`src/rtl/load_store_unit_pkg.sv`:
```
// Shared constants for the load/store unit: func3 encodings, fault causes and
// the FSM state encoding.
`timescale 1ns/1ps
package load_store_unit_pkg;

  localparam logic [2:0] F3_LB  = 3'b000;
  localparam logic [2:0] F3_LH  = 3'b001;
  localparam logic [2:0] F3_LW  = 3'b010;
  localparam logic [2:0] F3_LBU = 3'b100;
  localparam logic [2:0] F3_LHU = 3'b101;
  localparam logic [2:0] F3_SB  = 3'b000;
  localparam logic [2:0] F3_SH  = 3'b001;
  localparam logic [2:0] F3_SW  = 3'b010;

  localparam logic [1:0] CAUSE_NONE    = 2'b00;
  localparam logic [1:0] CAUSE_MISAL   = 2'b01;
  localparam logic [1:0] CAUSE_RANGE   = 2'b10;
  localparam logic [1:0] CAUSE_ILLEGAL = 2'b11;

  typedef enum logic [1:0] {
    IDLE   = 2'b00,
    ACCESS = 2'b01,
    RESP   = 2'b10
  } state_t;

endpackage

```
`src/rtl/lsu_access_check.sv`:
```
// Combinational legality check of a load/store: func3, alignment and range.
// Reports the highest-priority fault and the access size in bytes.
`timescale 1ns/1ps
module lsu_access_check
  import load_store_unit_pkg::*;
#(
  parameter int unsigned MEM_BYTES = 41
) (
  input  logic        we,
  input  logic [2:0]  func3,
  input  logic [31:0] addr,
  output logic        exc,
  output logic [1:0]  cause,
  output logic [2:0]  size
);

  logic        legal;
  logic        misal;
  logic        range_bad;
  logic [32:0] end_addr;

  always_comb begin
    case (func3[1:0])
      2'b00:   size = 3'd1;
      2'b01:   size = 3'd2;
      default: size = 3'd4;
    endcase
  end

  // Stores have no unsigned variants, and 11 in the low bits is never legal.
  assign legal = (func3[1:0] != 2'b11) &&
                 (we ? (func3[2] == 1'b0) : (!func3[2] || (func3[1:0] != 2'b10)));

  assign misal = ((size == 3'd4) && (addr[1:0] != 2'b00)) ||
                 ((size == 3'd2) && addr[0]);

  // 33-bit sum so addresses near the top of the space cannot wrap into range.
  assign end_addr  = {1'b0, addr} + {30'd0, size};
  assign range_bad = end_addr > 33'(MEM_BYTES);

  always_comb begin
    cause = CAUSE_NONE;
    if (!legal)
      cause = CAUSE_ILLEGAL;
    else if (misal)
      cause = CAUSE_MISAL;
    else if (range_bad)
      cause = CAUSE_RANGE;
  end

  assign exc = (cause != CAUSE_NONE);

endmodule

```
`src/rtl/load_store_unit.sv`:
```
// Load/store unit: accepts one request at a time, drives datamem for one cycle,
// and returns an extended load result or a fault to writeback.
`timescale 1ns/1ps
module load_store_unit
  import load_store_unit_pkg::*;
#(
  parameter int unsigned MEM_BYTES = 41
) (
  input  logic        clk,
  input  logic        rst_n,
  input  logic        req_valid,
  output logic        req_ready,
  input  logic        req_we,
  input  logic [2:0]  req_func3,
  input  logic [31:0] req_addr,
  input  logic [31:0] req_wdata,
  input  logic [4:0]  req_rd,
  output logic        mem_writeEn,
  output logic [31:0] mem_addr,
  output logic [2:0]  mem_func3,
  output logic [31:0] mem_storeVal,
  input  logic [31:0] mem_loadVal,
  output logic        rsp_valid,
  input  logic        rsp_ready,
  output logic [31:0] rsp_data,
  output logic [4:0]  rsp_rd,
  output logic        rsp_exc,
  output logic [1:0]  rsp_cause
);

  state_t      state_reg, state_next;

  logic        we_reg;
  logic [2:0]  func3_reg;
  logic [31:0] addr_reg;
  logic [31:0] wdata_reg;
  logic [4:0]  rd_reg;

  logic [31:0] rsp_data_reg;
  logic [4:0]  rsp_rd_reg;
  logic        rsp_exc_reg;
  logic [1:0]  rsp_cause_reg;

  logic        chk_exc;
  logic [1:0]  chk_cause;
  logic [2:0]  chk_size;
  logic [31:0] load_ext;
  logic        accept;

  lsu_access_check #(
    .MEM_BYTES(MEM_BYTES)
  ) u_check (
    .we    (we_reg),
    .func3 (func3_reg),
    .addr  (addr_reg),
    .exc   (chk_exc),
    .cause (chk_cause),
    .size  (chk_size)
  );

  always_ff @(posedge clk or negedge rst_n) begin
    if (!rst_n)
      state_reg <= IDLE;
    else
      state_reg <= state_next;
  end

  always_comb begin
    state_next  = state_reg;
    req_ready   = 1'b0;
    mem_writeEn = 1'b0;
    rsp_valid   = 1'b0;
    case (state_reg)
      IDLE: begin
        req_ready = 1'b1;
        if (req_valid)
          state_next = ACCESS;
      end
      ACCESS: begin
        mem_writeEn = we_reg && !chk_exc;
        state_next  = RESP;
      end
      RESP: begin
        rsp_valid = 1'b1;
        if (rsp_ready)
          state_next = IDLE;
      end
      default: state_next = IDLE;
    endcase
  end

  assign accept = (state_reg == IDLE) && req_valid;

  always_ff @(posedge clk or negedge rst_n) begin
    if (!rst_n) begin
      we_reg    <= 1'b0;
      func3_reg <= 3'd0;
      addr_reg  <= 32'd0;
      wdata_reg <= 32'd0;
      rd_reg    <= 5'd0;
    end else if (accept) begin
      we_reg    <= req_we;
      func3_reg <= req_func3;
      addr_reg  <= req_addr;
      wdata_reg <= req_wdata;
      rd_reg    <= req_rd;
    end
  end

  assign mem_addr     = addr_reg;
  assign mem_func3    = func3_reg;
  assign mem_storeVal = wdata_reg;

  // Sub-word loads look only at the low lanes; func3[2] selects zero-extension.
  always_comb begin
    load_ext = mem_loadVal;
    case (chk_size)
      3'd1: load_ext = func3_reg[2] ? {24'd0, mem_loadVal[7:0]}
                                    : {{24{mem_loadVal[7]}}, mem_loadVal[7:0]};
      3'd2: load_ext = func3_reg[2] ? {16'd0, mem_loadVal[15:0]}
                                    : {{16{mem_loadVal[15]}}, mem_loadVal[15:0]};
      default: load_ext = mem_loadVal;
    endcase
  end

  always_ff @(posedge clk or negedge rst_n) begin
    if (!rst_n) begin
      rsp_data_reg  <= 32'd0;
      rsp_rd_reg    <= 5'd0;
      rsp_exc_reg   <= 1'b0;
      rsp_cause_reg <= CAUSE_NONE;
    end else if (state_reg == ACCESS) begin
      rsp_exc_reg   <= chk_exc;
      rsp_cause_reg <= chk_cause;
      rsp_data_reg  <= (chk_exc || we_reg) ? 32'd0 : load_ext;
      rsp_rd_reg    <= (chk_exc || we_reg) ? 5'd0 : rd_reg;
    end
  end

  assign rsp_data  = rsp_data_reg;
  assign rsp_rd    = rsp_rd_reg;
  assign rsp_exc   = rsp_exc_reg;
  assign rsp_cause = rsp_cause_reg;

endmodule

```
`config.mk`:
```
export PLATFORM = sky130hd
export DESIGN_NAME = load_store_unit
export DESIGN_NICKNAME = d
export VERILOG_FILES = /design/src/rtl/load_store_unit_pkg.sv /design/src/rtl/lsu_access_check.sv /design/src/rtl/load_store_unit.sv
export SDC_FILE = /design/constraint.sdc
export NUM_CORES = 1
export LEC_CHECK = 0
export ABC_AREA = 1
export BUFFER_PORTS_ARGS = -buffer_cell sky130_fd_sc_hd__buf_2
export CAP_MARGIN = 20
export CELL_PAD_IN_SITES_DETAIL_PLACEMENT = 0
export CELL_PAD_IN_SITES_GLOBAL_PLACEMENT = 2
export CORE_AREA = 2 2 153 155
export CTS_CLUSTER_SIZE = 8
export DETAILED_ROUTE_END_ITERATION = 12
export DIE_AREA = 0 0 155 157
export PLACE_DENSITY = 0.87
export SLEW_MARGIN = 20
export SYNTH_ARGS = -nofsm -noshare
export SYNTH_HDL_FRONTEND = slang
export SYNTH_SLANG_ARGS = --single-unit
```
`constraint.sdc`:
```
create_clock -name clk -period 3.45 [get_ports clk]
set_input_delay 0.345 -clock clk [delete_from_list [all_inputs] [get_ports clk]]
set_output_delay 0.345 -clock clk [all_outputs]
set_load 0.005 [all_outputs]
```
# After elaboration in Yosys (flattened, before gate mapping)
# Index checks and enable logic that the tools add are counted.
[totals]
ff_bits = 115
input_bits = 109
output_inout_bits = 110
word_cells = 54
[classes]
addsub = 1
n_lt_le_gt_ge = 1
n_eq_ne = 10
muxes = 16
bitwise_logic = 1
reduce_logical = 15
[op_table]
columns = ["cell", "n"]
rows = [
  ["$mux 32", 3],
  ["$pmux 32 s2", 1],
  ["$add 32x3->33", 1],
  ["$gt 33x6->1 const B", 1],
  ["$mux 2", 5],
  ["$ne 2x2->1 const B", 4],
  ["$pmux 2 s3", 1],
  ["$pmux 3 s2", 1],
  ["$logic_and 1x1->1", 5],
  ["$mux 5", 1],
  ["$eq 2x1->1 const B", 2],
  ["$logic_not 2->1", 2],
  ["$mux 1", 4],
  ["$reduce_bool 2->1", 2],
  ["$eq 3x1->1 const B", 1],
  ["$eq 3x2->1 const B", 1],
  ["$eq 3x3->1 const B", 1],
  ["$logic_or 1x1->1", 3],
  ["$eq 2x2->1 const B", 1],
  ["$logic_not 1->1", 2],
  ["$reduce_and 2->1", 1],
  ["$not 1->1", 1],
]

# Depth between registers and ports, before layout
[logic_depth]
depth_word = 11
mapped_depth = 21
depth_no_buf = 19

# Cells and area by module
# A second synthesis with hierarchy kept.
[unflattened]
hier_cells = 890
hier_area_um2 = 6083.3
[by_module_without_submodules]
columns = ["mod", "instances", "cells_per_inst", "area_per_inst_um2", "seq_area_each_um2"]
rows = [
  ["load_store_unit", 1, 582, 4742.0, 2877.8],
  ["lsu_access_check", 1, 308, 1341.3, 0.0],
]

# Least setup slack after synthesis
# Ideal clock, no wire load.
[synth_timing]
path_kind = "register -> output"
from = "register func3_reg[1], in the netlist mem_func3[1]"
to = "output port mem_writeEn"
arrival_time_ps = 2660
t_required_ps = 3105
slack_ps = 445
stages_incl_launch_ff = 19
n_path_buf = 1
cell_sequence = "dfrtp_1 nor2_2 ha_1 inv_1 fa_1 inv_1 nand3_1 nand2_1 nand2_1 nor2_1 nand2_1 nand2_1 nand2_1 nor2_1 nand2_1 nor2_1 buf_4 nand3_1 nor3b_2"
[synth_via]
elab_chain_len = 11
word_cells_on_any_way = 22
classes_between = "add/sub (1); order compare (1); eq/ne (5); mux (6); reduce/logical (9)"
[synth_lines]
columns = ["item", "line_no", "rtl"]
rows = [
  ["from (decl)", "load_store_unit.sv:34", "logic [2:0] func3_reg;"],
  ["from (signal assigned)", "load_store_unit.sv:103", "func3_reg <= req_func3;"],
  ["$eq 2x1->1 or $logic_not 2->1 (tied branches)", "lsu_access_check.sv:23", "case (func3[1:0])"],
  ["$pmux 3 s2", "lsu_access_check.sv:23", ""],
  ["$add 32x3->33 (tied with other cells)", "lsu_access_check.sv:38", "assign end_addr = {1'b0, addr} + {30'd0, size};"],
  ["$gt 33x6->1 (tied with other cells)", "lsu_access_check.sv:39", "assign range_bad = end_addr > 33'(MEM_BYTES);"],
  ["$mux 2 or $logic_or 1x1->1 (tied branches)", "lsu_access_check.sv:47, lsu_access_check.sv:34", ""],
  ["$mux 2", "lsu_access_check.sv:45", "else if (misal)"],
  ["$mux 2 (*)", "lsu_access_check.sv:43", "if (!legal)"],
  ["$reduce_bool 2->1 (*)", "lsu_access_check.sv:51", "assign exc = (cause != CAUSE_NONE);"],
  ["$logic_not 1->1 (*)", "load_store_unit.sv:80", "mem_writeEn = we_reg && !chk_exc;"],
  ["$logic_and 1x1->1 (*)", "load_store_unit.sv:80", ""],
  ["$mux 1 (*)", "load_store_unit.sv:73", "case (state_reg)"],
  ["to (decl)", "load_store_unit.sv:18", "output logic mem_writeEn,"],
]
# Every way passes the cells marked *; elsewhere a longest branch is shown, timed or not.

# Worst setup path after layout
# Ends and elaborated chain as after synthesis.

==> out/results.tsv <==
metric	value	unit
RR Endpoint	rsp_data[5]	
endpoints failing hold	15	
Top FF cell, synth	dfrtp_1	
drt initial violations	246	
Unique masters post-synth	31	
Peak supply drop	0.420	mV
CP Data Required Time	3.11	ns
worst r2r src	mem_func3[1]	
Max Clk Rate	0.304	GHz
root buf cell	clkbuf_16	
CTS tree	done	
Syn Nets	955	
largest net degree at the start of global routing	67	
Final Wtd Congestion	0.829	
Min-Delay Path Class	primary input to asynchronous set/reset pin	
yosys warns	0	
Worst EP arrival	2.95	ns
drt via density	4.46	
status	finished, violations left	
Nets	1171	
Seq/Total Area, Yosys	0.476	
ratio of cells with drive above 1 in the final layout	0.289	
Residual DRC	0	
R2R depth	18	
CP Launch Type	register	
All-Layer GR Usage	0.170	
area grow syn2layout	34.7	%
Die X-Extent	155	um
PD cells	802	mW/mm^2
Final Skew	0.00982	ns
antenna violation net count after detailed routing	0	
final WL	20400	um
Synth Register Bits	115	
WL per Instance	15.0	um
Max FO, Critical Path	6	
Final period util	0.954	
core box area	0.0225	sq mm
Leakage	4.51	nW
die height	157	um
syn avg cell area	7.19	sq um
Worst Setup Path Type	register to output pin	
first-pass GRT wire length	32000	um
num ports	219	
most common cell after layout, fill and taps aside	nand2_1	
clk slew on worst S/H paths	0.06	ns
Cells after Synth	842	
Tightest Pin Transition	0.740	ns
vias in the first global route	5918	
Row Count	55	
unrepaired setup endpoints after global routing	true	
Final setup viols	0	
number of H-tree levels	4	
Synth async-reset ratio	1.00	
violated checks	negative hold slack	
vias	6057	
fin worst setup slack	0.158	ns
Slew Limit Headroom	0.507	
commonest cells after routing, fill and taps aside	369 x nand2_1, 217 x buf_2, 113 x dfrtp_1, 85 x nor2_1, 64 x inv_1	
Clock Latency Late Sink	0.43	ns
TritonCTS Buffers	17	
R2R Setup Slk	0.59	ns
max cap viols	0	
grt total ovfl	0	
initial antenna violation count	2	
clk sinks	115	
Longest Clk Path Bufs	2	
Core Util, Final	0.362	
Slew Limit Fails	0	
DRT Pass-1 Iters	4	
Setup crit end kind	output pin	
EDFF count, synth	0	
Tmin final	3.29	ns
number of port buffers	218	
Mapped Area	0.00605	sq mm
hold_buf cts	0	
final hold slack	-0.0154	ns
Die ar.	0.0243	sq mm
Placement Setup Slack	0.314	ns
Initial Util	0.269	
Detailed Place HPWL	14600	um
-- area by class of cell --
cell class              count  area, sq um
fillers                  2477        14400
clock inverters            15          168
flip-flops and latches    115         2880
multi-input cells         622         2850
inverters                  70          263
repair buffers            232         1210
diodes                      1         2.50
clock buffers              17          425
well taps                 285          357
-- per-layer routing --
layer / GRT usage / part of all wire
met5: 0 / 0.00064
met4: 0.0586 / 0.015
met2: 0.263 / 0.44
met1: 0.224 / 0.46
met3: 0.0540 / 0.086
-- how the worst max path moves through the flow --
stage                       startpoint     endpoint  slack [ns]  cells past startpoint
after floorplan           mem_func3[1]  mem_writeEn        0.45                     18
after global placement    mem_func3[1]  mem_writeEn        0.36                     18
after detailed placement  mem_func3[1]  mem_writeEn        0.31                     15
after CTS                 mem_func3[1]  mem_writeEn       0.009                     18
after global routing      mem_func3[1]  mem_writeEn       -0.09                     18
final                     mem_func3[1]  mem_writeEn        0.16                     18
-- cell families after synthesis --
kind of cell,Yosys count,share of synthesized area
fa+ha+maj,4,0.00951
simple gates,558,0.385
xor+xnor,5,0.00724
compound gates,55,0.0471
flops,115,0.476
buf+inv,105,0.0753
-- synth_stat cells (2+ instances only) --
cell	n	area (sq um)
a21oi_1	20	100
buf_1	3	11.3
buf_2	4	20.0
buf_4	3	22.5
buf_8	4	60.1
clkbuf_1	21	78.8
clkinv_1	3	11.3
dfrtp_1	115	2880
ha_1	3	37.5
inv_1	66	248
nand2_1	377	1420
nand2_2	3	18.8
nand3_1	19	95.1
nand3b_1	9	67.6
nand4_1	40	250
nor2_1	91	342
nor2_2	8	50.1
nor2_4	2	22.5
nor3_1	4	20.0
nor3b_2	2	25.0
o21ai_0	31	155
xnor2_1	5	43.8
-- power by group --
part	total [W]	leakage [nW]	internal [W]	switching, W
registers	0.00227	1.47	0.00178	0.000490
logic	0.00245	2.75	0.000915	0.00153
clock network	0.00181	0.286	0.00108	0.000733
total	0.00654	4.51	0.00378	0.00276
-- metrics by stage --
step	hold WS (ns)	instance area (sq um)	TNS, ns	total power, W	std cells
finish	-0.0154	8150	0	0.00654	1357
global route	0.0381	8150	-0.0914	0.00709	1356
CTS	0.00752	8030	0	0.00654	1352
detailed placement	0.461	7410	0	0.00467	1320
global placement	0.457	7410	0	0.00466	1320
floorplan	0.0494	6050	0	0.00356	842
-- worst max-delay path, cell delays in order, from the launching register on --
cell and delay (ns):
dfrtp_2 0.47, nor2_4 0.13, ha_4 0.14, inv_2 0.03, fa_2 0.32, inv_2 0.08
nand2_2 0.08, nand2_2 0.11, nand2_4 0.07, nor2_4 0.12, nand2_1 0.06, nand2_1 0.06
nand3_1 0.07, nor2_1 0.13, nand2_2 0.08, nor2_4 0.14, nand3_4 0.10, nor3b_2 0.17
buf_2 0.15
-- repair_timing --
action                                  4_1_cts  5_1_grt
pin swaps                                     0       12
endpoints found under the setup margin        1        1
setup buffers                                 0        4
gates resized for setup                       7       25
Note: power is estimated with default switching activity, not from simulation.
